**config.mk**
```make
export PLATFORM = sky130hd
export DESIGN_NAME = bsg_tx_flat
export DESIGN_NICKNAME = d
export VERILOG_FILES = /design/src/rtl/bsg_pkg.sv /design/src/rtl/bsg_tx_if.sv /design/src/rtl/bsg_gray_encoder.sv /design/src/rtl/bsg_tx.sv /design/src/flat_wrapper.sv
export SDC_FILE = /design/constraint.sdc
export NUM_CORES = 1
export LEC_CHECK = 0
export ABC_AREA = 0
export CAP_MARGIN = 10
export CORE_UTILIZATION = 50
export CTS_BUF_LIST = sky130_fd_sc_hd__clkbuf_8
export CTS_CLUSTER_SIZE = 20
export DETAILED_ROUTE_END_ITERATION = 12
export PLACE_DENSITY = 0.87
export SLEW_MARGIN = 20
export SYNTH_ARGS = -nofsm -noshare
export SYNTH_HDL_FRONTEND = slang
export SYNTH_SLANG_ARGS = --single-unit
```
**constraint.sdc**
```tcl
create_clock -name clk -period 1.65 [get_ports clk]
set_input_delay 0.33 -clock clk [delete_from_list [all_inputs] [get_ports clk]]
set_output_delay 0.33 -clock clk [all_outputs]
set_load 0.02 [all_outputs]
```
**src/rtl/bsg_pkg.sv**
```systemverilog
// ============================================================================
// Module   : bsg_pkg
// Brief    : Shared constants and types for the bsg_tx bit-stream transmitter.
// Revision : 1.0
// ============================================================================
`default_nettype none

package bsg_pkg;

  localparam logic [1:0] ADDR_CONTROL = 2'd0;
  localparam logic [1:0] ADDR_DATA1   = 2'd1;
  localparam logic [1:0] ADDR_DATA2   = 2'd2;

  localparam int TXENABLE = 0;
  localparam int INTMSK   = 1;
  localparam int INTFLAG  = 2;
  localparam int STATUS   = 3;

  typedef enum logic [0:0] {
    IDLE  = 1'b0,
    SHIFT = 1'b1
  } state_t;

endpackage

`default_nettype wire

```
**src/rtl/bsg_tx_if.sv**
```systemverilog
// ============================================================================
// Module   : bsg_tx_if
// Brief    : Valid/ready register bus plus interrupt line of bsg_tx.
// Revision : 1.0
// ============================================================================
`default_nettype none

interface bsg_tx_if;
  logic       valid;
  logic       write;
  logic [1:0] endereco;
  logic [7:0] data_in;
  logic [7:0] data_out;
  logic       ready;
  logic       irq;

  modport master (
    output valid, write, endereco, data_in,
    input  data_out, ready, irq
  );

  modport slave (
    input  valid, write, endereco, data_in,
    output data_out, ready, irq
  );
endinterface

`default_nettype wire

```
**src/rtl/bsg_gray_encoder.sv**
```systemverilog
// ============================================================================
// Module   : bsg_gray_encoder
// Brief    : 8-bit combinational binary to Gray code converter.
// Revision : 1.0
// ============================================================================
`default_nettype none

module bsg_gray_encoder (
  input  wire logic [7:0] i_bin,
  output logic      [7:0] o_gray
);

  assign o_gray = i_bin ^ (i_bin >> 1);

endmodule

`default_nettype wire

```
**src/rtl/bsg_tx.sv**
```systemverilog
// ============================================================================
// Module   : bsg_tx
// Brief    : Ping-pong buffered, Gray-encoded, MSB-first bit-stream DAC driver.
// Revision : 1.0
// ============================================================================
`default_nettype none

module bsg_tx
  import bsg_pkg::*;
#(
  parameter int         BIT_CYCLES  = 4,
  parameter logic [7:0] MARK_LEVEL  = 8'hFF,
  parameter logic [7:0] SPACE_LEVEL = 8'h00,
  parameter logic [7:0] IDLE_LEVEL  = 8'h80
) (
  input  wire logic       clk,
  input  wire logic       reset,
  bsg_tx_if.slave         bus,
  output logic      [7:0] OUT
);

  localparam int                 c_CYC_W    = (BIT_CYCLES > 1) ? $clog2(BIT_CYCLES) : 1;
  localparam logic [c_CYC_W-1:0] c_CYC_LAST = c_CYC_W'(BIT_CYCLES - 1);

  state_t             r_state, w_state_nxt;
  logic [7:0]         r_shift, w_shift_nxt;
  logic [7:0]         r_out, w_out_nxt;
  logic [2:0]         r_bit, w_bit_nxt;
  logic [c_CYC_W-1:0] r_cyc, w_cyc_nxt;
  logic               w_byte_done;

  logic               r_txen, r_intmsk, r_intflag, r_data_flag;
  logic [7:0]         r_data1, r_data2;
  logic               w_sel;
  logic [7:0]         w_src, w_gray, w_ctrl, w_rdata;
  logic               w_wr;

  function automatic logic [7:0] f_level(input logic b);
    return b ? MARK_LEVEL : SPACE_LEVEL;
  endfunction

  // A load from SHIFT only happens at end of byte, where data_flag is about
  // to toggle, so the encoder must already see the other buffer.
  assign w_sel = r_data_flag ^ (r_state == SHIFT);
  assign w_src = w_sel ? r_data2 : r_data1;

  bsg_gray_encoder u_gray (
    .i_bin  (w_src),
    .o_gray (w_gray)
  );

  always_comb begin
    w_state_nxt = r_state;
    w_shift_nxt = r_shift;
    w_out_nxt   = r_out;
    w_bit_nxt   = r_bit;
    w_cyc_nxt   = r_cyc;
    w_byte_done = 1'b0;
    case (r_state)
      IDLE: begin
        w_out_nxt = IDLE_LEVEL;
        if (r_txen) begin
          w_state_nxt = SHIFT;
          w_shift_nxt = w_gray;
          w_bit_nxt   = 3'd0;
          w_cyc_nxt   = '0;
          w_out_nxt   = f_level(w_gray[7]);
        end
      end
      SHIFT: begin
        if (r_cyc == c_CYC_LAST) begin
          w_cyc_nxt = '0;
          if (r_bit == 3'd7) begin
            w_byte_done = 1'b1;
            if (r_txen) begin
              w_shift_nxt = w_gray;
              w_bit_nxt   = 3'd0;
              w_out_nxt   = f_level(w_gray[7]);
            end else begin
              w_state_nxt = IDLE;
              w_out_nxt   = IDLE_LEVEL;
            end
          end else begin
            w_bit_nxt   = r_bit + 3'd1;
            w_shift_nxt = {r_shift[6:0], 1'b0};
            w_out_nxt   = f_level(r_shift[6]);
          end
        end else begin
          w_cyc_nxt = r_cyc + c_CYC_W'(1);
        end
      end
      default: begin
        w_state_nxt = IDLE;
        w_out_nxt   = IDLE_LEVEL;
      end
    endcase
  end

  always_ff @(posedge clk or posedge reset) begin
    if (reset) begin
      r_state <= IDLE;
      r_shift <= '0;
      r_out   <= IDLE_LEVEL;
      r_bit   <= '0;
      r_cyc   <= '0;
    end else begin
      r_state <= w_state_nxt;
      r_shift <= w_shift_nxt;
      r_out   <= w_out_nxt;
      r_bit   <= w_bit_nxt;
      r_cyc   <= w_cyc_nxt;
    end
  end

  assign w_wr = bus.valid & bus.write;

  always_ff @(posedge clk or posedge reset) begin
    if (reset) begin
      r_txen      <= 1'b0;
      r_intmsk    <= 1'b0;
      r_intflag   <= 1'b0;
      r_data_flag <= 1'b0;
      r_data1     <= '0;
      r_data2     <= '0;
    end else begin
      if (w_wr && bus.endereco == ADDR_CONTROL) begin
        r_txen   <= bus.data_in[TXENABLE];
        r_intmsk <= bus.data_in[INTMSK];
      end
      if (w_wr && bus.endereco == ADDR_DATA1) r_data1 <= bus.data_in;
      if (w_wr && bus.endereco == ADDR_DATA2) r_data2 <= bus.data_in;
      // Hardware set takes priority over a simultaneous write-1-to-clear.
      if (w_byte_done)
        r_intflag <= 1'b1;
      else if (w_wr && bus.endereco == ADDR_CONTROL && bus.data_in[INTFLAG])
        r_intflag <= 1'b0;
      if (w_byte_done) r_data_flag <= ~r_data_flag;
    end
  end

  always_comb begin
    w_ctrl           = '0;
    w_ctrl[TXENABLE] = r_txen;
    w_ctrl[INTMSK]   = r_intmsk;
    w_ctrl[INTFLAG]  = r_intflag;
    w_ctrl[STATUS]   = (r_state == SHIFT);
  end

  always_comb begin
    w_rdata = '0;
    if (bus.valid) begin
      case (bus.endereco)
        ADDR_CONTROL: w_rdata = w_ctrl;
        ADDR_DATA1:   w_rdata = r_data1;
        ADDR_DATA2:   w_rdata = r_data2;
        default:      w_rdata = '0;
      endcase
    end
  end

  assign bus.data_out = w_rdata;
  assign bus.ready    = 1'b1;
  assign bus.irq      = r_intflag & r_intmsk;
  assign OUT          = r_out;

endmodule

`default_nettype wire

```
**src/flat_wrapper.sv**
```systemverilog
// flat-port wrapper written by rule: the top's interface ports become plain ports
module bsg_tx_flat import bsg_pkg::*;
#(
  parameter int         BIT_CYCLES  = 4,
  parameter logic [7:0] MARK_LEVEL  = 8'hFF,
  parameter logic [7:0] SPACE_LEVEL = 8'h00,
  parameter logic [7:0] IDLE_LEVEL  = 8'h80
)
  (clk, reset, OUT, bus_valid, bus_write, bus_endereco, bus_data_in, bus_data_out, bus_ready, bus_irq);
  bsg_tx_if bus_i ();
  input  wire logic clk;
  input  wire logic reset;
  output logic      [7:0] OUT;
  input wire logic [$bits(bus_i.valid)-1:0] bus_valid;
  input wire logic [$bits(bus_i.write)-1:0] bus_write;
  input wire logic [$bits(bus_i.endereco)-1:0] bus_endereco;
  input wire logic [$bits(bus_i.data_in)-1:0] bus_data_in;
  output wire logic [$bits(bus_i.data_out)-1:0] bus_data_out;
  output wire logic [$bits(bus_i.ready)-1:0] bus_ready;
  output wire logic [$bits(bus_i.irq)-1:0] bus_irq;
  assign bus_i.valid = bus_valid;
  assign bus_i.write = bus_write;
  assign bus_i.endereco = bus_endereco;
  assign bus_i.data_in = bus_data_in;
  assign bus_data_out = bus_i.data_out;
  assign bus_ready = bus_i.ready;
  assign bus_irq = bus_i.irq;
  bsg_tx #(.BIT_CYCLES(BIT_CYCLES), .MARK_LEVEL(MARK_LEVEL), .SPACE_LEVEL(SPACE_LEVEL), .IDLE_LEVEL(IDLE_LEVEL)) u_core (.clk(clk), .reset(reset), .bus(bus_i), .OUT(OUT));
endmodule
```
# Word-level counts from Yosys, hierarchy flattened
# Cells that the tools add are included.
# op_classes
reduce_logical	6
add_sub_neg	2
n_mul	0
eq_ne	6
shifts	0
n_div	0
magnitude_cmp	0
mux	29
n_bitwise	6
# op_table
cell	n
8-bit two-way mux	10
8-bit case mux with 2 select lines	2
8-bit case mux with 3 select lines	1
3-bit two-way mux	3
1-bit two-way mux	8
8-bit by 7-bit bitwise XOR with 8-bit output	1
3-bit case mux with 2 select lines	1
2-bit equality test (second input constant)	2
1-bit logical AND	4
2-bit two-way mux	2
2-bit case mux with 2 select lines	1
3-bit by 1-bit adder with 3-bit output (second input constant)	1
3-bit equality test (second input constant)	1
2-bit by 1-bit adder with 2-bit output (second input constant)	1
1-bit bitwise AND	2
2-bit by 1-bit equality test with 1-bit output (second input constant)	1
2-bit zero test	1
2-bit by 1-bit != test with 1-bit output (second input constant)	1
2-bit != test (second input constant)	1
1-bit NOT	2
1-bit case mux with 2 select lines	1
2-bit nonzero test	1
1-bit bitwise XOR	1
# word_totals
inputBits	14
mem_count	0
mem_bits_ro	0
out_inout_bits	18
ramBits	0
reg_bits	42
latch_bits	0

# Logic depth before layout (Yosys ltp)
# depth
word_depth	8
ltp_mapped	7
ltp_nobuf	6

# Cells and area by module
# From an unflattened synthesis, not the netlist that was laid out.
# unflattened
cells_unflattened	161
area_unflattened_um2	2045.7
# modules_own_cells
module	area_each_um2	n_inst	cells_each
bsg_tx	1976.9	1	153
bsg_gray_encoder	68.8	1	8

# Least setup slack after synthesis
# No wires, ideal clock.
# synth_timing
path_kind	register to register
start	register u_core.r_bit[0]
end	register u_core.r_out[6], in the netlist u_core.OUT[6]
required_ps	1529
period_less_slack_ps	1607
t_arrival_ps	1486
stages_incl_launch_ff	7
setup_slack_ps	43
path_cell_list	dfrtp_1 ha_1 ha_1 clkbuf_1 a311oi_1 a21oi_1 a22o_1
# synth_via
elab_chain_cells	4
# synth_rtl
item	line	text
start, declared	bsg_tx.sv:28	logic [2:0] r_bit, w_bit_nxt;
start signal, assigned	bsg_tx.sv:110	r_bit <= w_bit_nxt;
3-bit equality test	bsg_tx.sv:73	if (r_bit == 3'd7) begin
8-bit two-way mux	bsg_tx.sv:73	
8-bit two-way mux	bsg_tx.sv:71	if (r_cyc == c_CYC_LAST) begin
8-bit case mux with 2 select lines	bsg_tx.sv:59	case (r_state)
end signal, assigned	bsg_tx.sv:109	r_out <= w_out_nxt;
end, declared	bsg_tx.sv:27	logic [7:0] r_out, w_out_nxt;
# No other way between the ends. The select of a mux whose other input is x is not followed.
# A chain may end at the register's enable or synchronous reset.

# Worst setup path after layout
# layout_timing
start	register u_core.r_data1[0]
end	output bus_data_out[0]
# layout_via
elab_chain_cells	2
# layout_rtl
item	line	text
start, declared	bsg_tx.sv:33	logic [7:0] r_data1, r_data2;
start signal, assigned	bsg_tx.sv:130	if (w_wr && bus.endereco == ADDR_DATA1) r_data1 <= bus.data_in;
8-bit case mux with 3 select lines	bsg_tx.sv:152	case (bus.endereco)
8-bit two-way mux	bsg_tx.sv:151	if (bus.valid) begin
end, declared	flat_wrapper.sv:18	output wire logic [$bits(bus_i.data_out)-1:0] bus_data_out;
# No other way between the ends.

==> metrics.yaml <==
synthTopCellsByCount: "34 x dfrtp_1, 21 x o21ai_0, 19 x mux2_2"
ys_ff_latch: 35
met2WireLength_mm: 2.23
finalMaxSlewViolations: 0
cts_buffers: 5
synth_most_common_cell: "dfrtp_1"
ioPinCount: 32
ctsHoldBuffers: 0
routed.top_layer: "met4"
gp_congestion: 0.832
die_area_um2: 4290
initial_core_util: 0.535
die_y_um: 65.5
hold_path.class: "primary input to async pin"
clk_pin_slew_ns: 0.06
synth_top_cell_area_share: 0.422
grt-ovfl-total: 0
async_flop_share: 1.00
rsz0062_at_grt: "false"
regArea_um2: 877
hold_viol_final: 0
max_clock_freq_mhz: 641
cts.sinks: 35
dp_hpwl_mm: 3.30
yosys-top-cells-area: "dfrtp_1 42%, mux2_2 11%, o21ai_0 5.2%"
grt.total_usage: 0.243
slowest_delay_ns: 0.40
synth.cell_area_um2: 2020
clk-insertion-delay-late_ns: 0.30
finClkSkew_ns: 0.00821
fillerInstances: 276
multi_input_area_um2: 1060
min_period_ns: 1.56
dieWidth_um: 65.5
switchingPower_uw: 1280
leakage_uw: 0.00118
avgSynthCellArea_um2: 10.4
num_vias: 1645
p_total_uw: 3550
cts_buffer_depth: 2
maxCapViolCount: 0
synth-edff-count: 0
met1_length_mm: 1.96
design_area_um2: 2610
seqPwrFrac: 0.371
drt_pass1_iterations: 4
grt_first_pass_wirelength_mm: 7.66
crit_type: "register to output port"
cts-root-buf: "clkbuf_8"
ys_seq_area_frac: 0.435
crit_path_top_delay_cell: "dfrtp_1"
cp.depth: 4
status: "finished clean"
nets: 262
yosys_most_used_dff: "dfrtp_1"
finalCritPeriodShare: 0.946
p_int_uw: 2270
synth_cell_types: 36
grt_max_degree: 24
ant_nets: 0
setup_viol_count_final: 0
pwr-share-clk: 0.194
r2r_cells: 5
drive_above_1_share: 0.333
combPwrFrac: 0.436
port_buffers: 30
antenna_found_initial: 0
endpoint_kind: "output port"
crit_arrival_ns: 1.23
synth_fp_nets: 210
grt_pass1_vias: 1599
path_cells: "mux2i_1 -> o21ai_0 -> and2_1 -> buf_2"
worstSetupStartpointType: "register"
ir_drop_mv: 0.799
routed_via_density: 5.60
switching_share: 0.361
htreeDepth: 2
worst-path-buf-inv: 1
antenna_cells: 0
cp_max_fo: 3
area_growth_pct: 29.2
synth_top_area_cell: "dfrtp_1"
wl_met3_um: 201
wirelength_mm: 4.48
yosys_warnings: 0
cts_tree: "yes"
syn_inst: 193
critical-path-top-delay-family: "flip-flops"
drc: 0
placementRows: 22
cellPowerDensity_nw_per_um2: 1360
drt-initial-drc-count: 71
cp.required_ns: 1.32
core_um2: 3770
place_area_um2: 2510
avgRoutedWirePerCell_um: 15.2
## power by group through the flow
stage	logic [µW]	registers, µW	clock network [µW]
global route	1700	1350	743
detailed placement	1590	1320	0
CTS	1530	1310	701
finish	1550	1320	689
global placement	1530	1320	0
floorplan	961	1330	0
## logic make-up (layout without fill, tap and decap cells)
logic type	after synthesis	in the layout	synth area share
buf+inv	20	73	0.0565
compound gates	56	56	0.182
simple gates	38	38	0.106
mux	24	24	0.131
xor+xnor	16	16	0.0695
flops	35	35	0.435
other cells	1	1	0.00186
fa+ha+maj	3	3	0.0186
## area by class of cell
class | count | share of cell area
clock inverters | 1 | 0.00144
clock buffers | 7 | 0.0370
flip-flops and latches | 35 | 0.337
multi-input cells | 138 | 0.407
well taps | 48 | 0.0231
repair buffers | 63 | 0.192
inverters | 2 | 0.00288
## metrics by stage
step           setup slack (ns)  cells  setup TNS, ns  hold slack [ns]   util
4_1_cts                 0.00145    293              0            0.214  0.688
6_report                 0.0897    294              0            0.219  0.691
3_5_place_dp             -0.721    285          -9.30            0.491  0.666
5_1_grt                 0.00460    294              0            0.234  0.691
3_3_place_gp             -0.658    285          -8.12            0.486  0.666
2_1_floorplan            0.0428    193              0            0.464      -
## cell usage in the layout, fill, tap and decap left out, drive strengths merged, types with 3 or more instances in the layout
| cell type | instances |
|---|---|
| mux2 | 19 |
| xor2 | 7 |
| a22oi | 10 |
| xnor2 | 9 |
| dfrtp | 34 |
| o21ai | 28 |
| clkbuf | 8 |
| dlygate4sd2 | 10 |
| ha | 3 |
| a22o | 10 |
| buf | 42 |
| nand2 | 11 |
| inv | 3 |
| nor2b | 8 |
| mux2i | 5 |
| nor2 | 5 |
| nand3 | 3 |
| and2 | 7 |
| clkdlybuf4s50 | 10 |
## worst paths after layout
kind | startpoint | endpoint | slack [ns]
worst max-delay path | u_core.r_data1[0]$_DFFE_PP0P_ | bus_data_out[0] | 0.09
worst min-delay path | reset | u_core.r_intmsk$_DFFE_PP0P_ | 0.22
worst max register to register | u_core.r_bit[0]$_DFFE_PP0P_ | u_core.OUT[6]$_DFFE_PP0P_ | 0.15
worst min register to register | u_core.r_bit[2]$_DFFE_PP0P_ | u_core.r_bit[2]$_DFFE_PP0P_ | 0.51
max in group asynchronous | reset | u_core.r_data2[7]$_DFFE_PP0P_ | 0.94
min in group clk | u_core.r_bit[2]$_DFFE_PP0P_ | u_core.r_bit[2]$_DFFE_PP0P_ | 0.51
## worst reg2reg max path: stages (launching register included)
cell and delay (ns):
dfrtp_1 0.39, ha_1 0.20, ha_2 0.21, a311oi_1 0.28, a21oi_1 0.07, a22o_1 0.23
## layer usage
metal	up-vias	GRT usage
met5	-	0
li1	793	-
met4	0	0.101
met3	11	0.0642
met1	796	0.296
met2	45	0.405
## registers in the layout, indices dropped and copies added (netlist names)
name                count
u_core.r_intflag        1
u_core.r_cyc            2
u_core.r_bit            3
u_core.r_txen           1
u_core.OUT              2
u_core.r_state          1
u_core.r_intmsk         1
u_core.r_shift          7
u_core.r_data2          8
u_core.r_data1          8
u_core.r_data_flag      1
## timing repair
action | CTS | global route
endpoints found under the setup margin | 27 | 11
pin swaps | 2 | 0
setup buffers | 0 | 1
resized for setup | 61 | 7
Power figures use the tool's default switching activity.
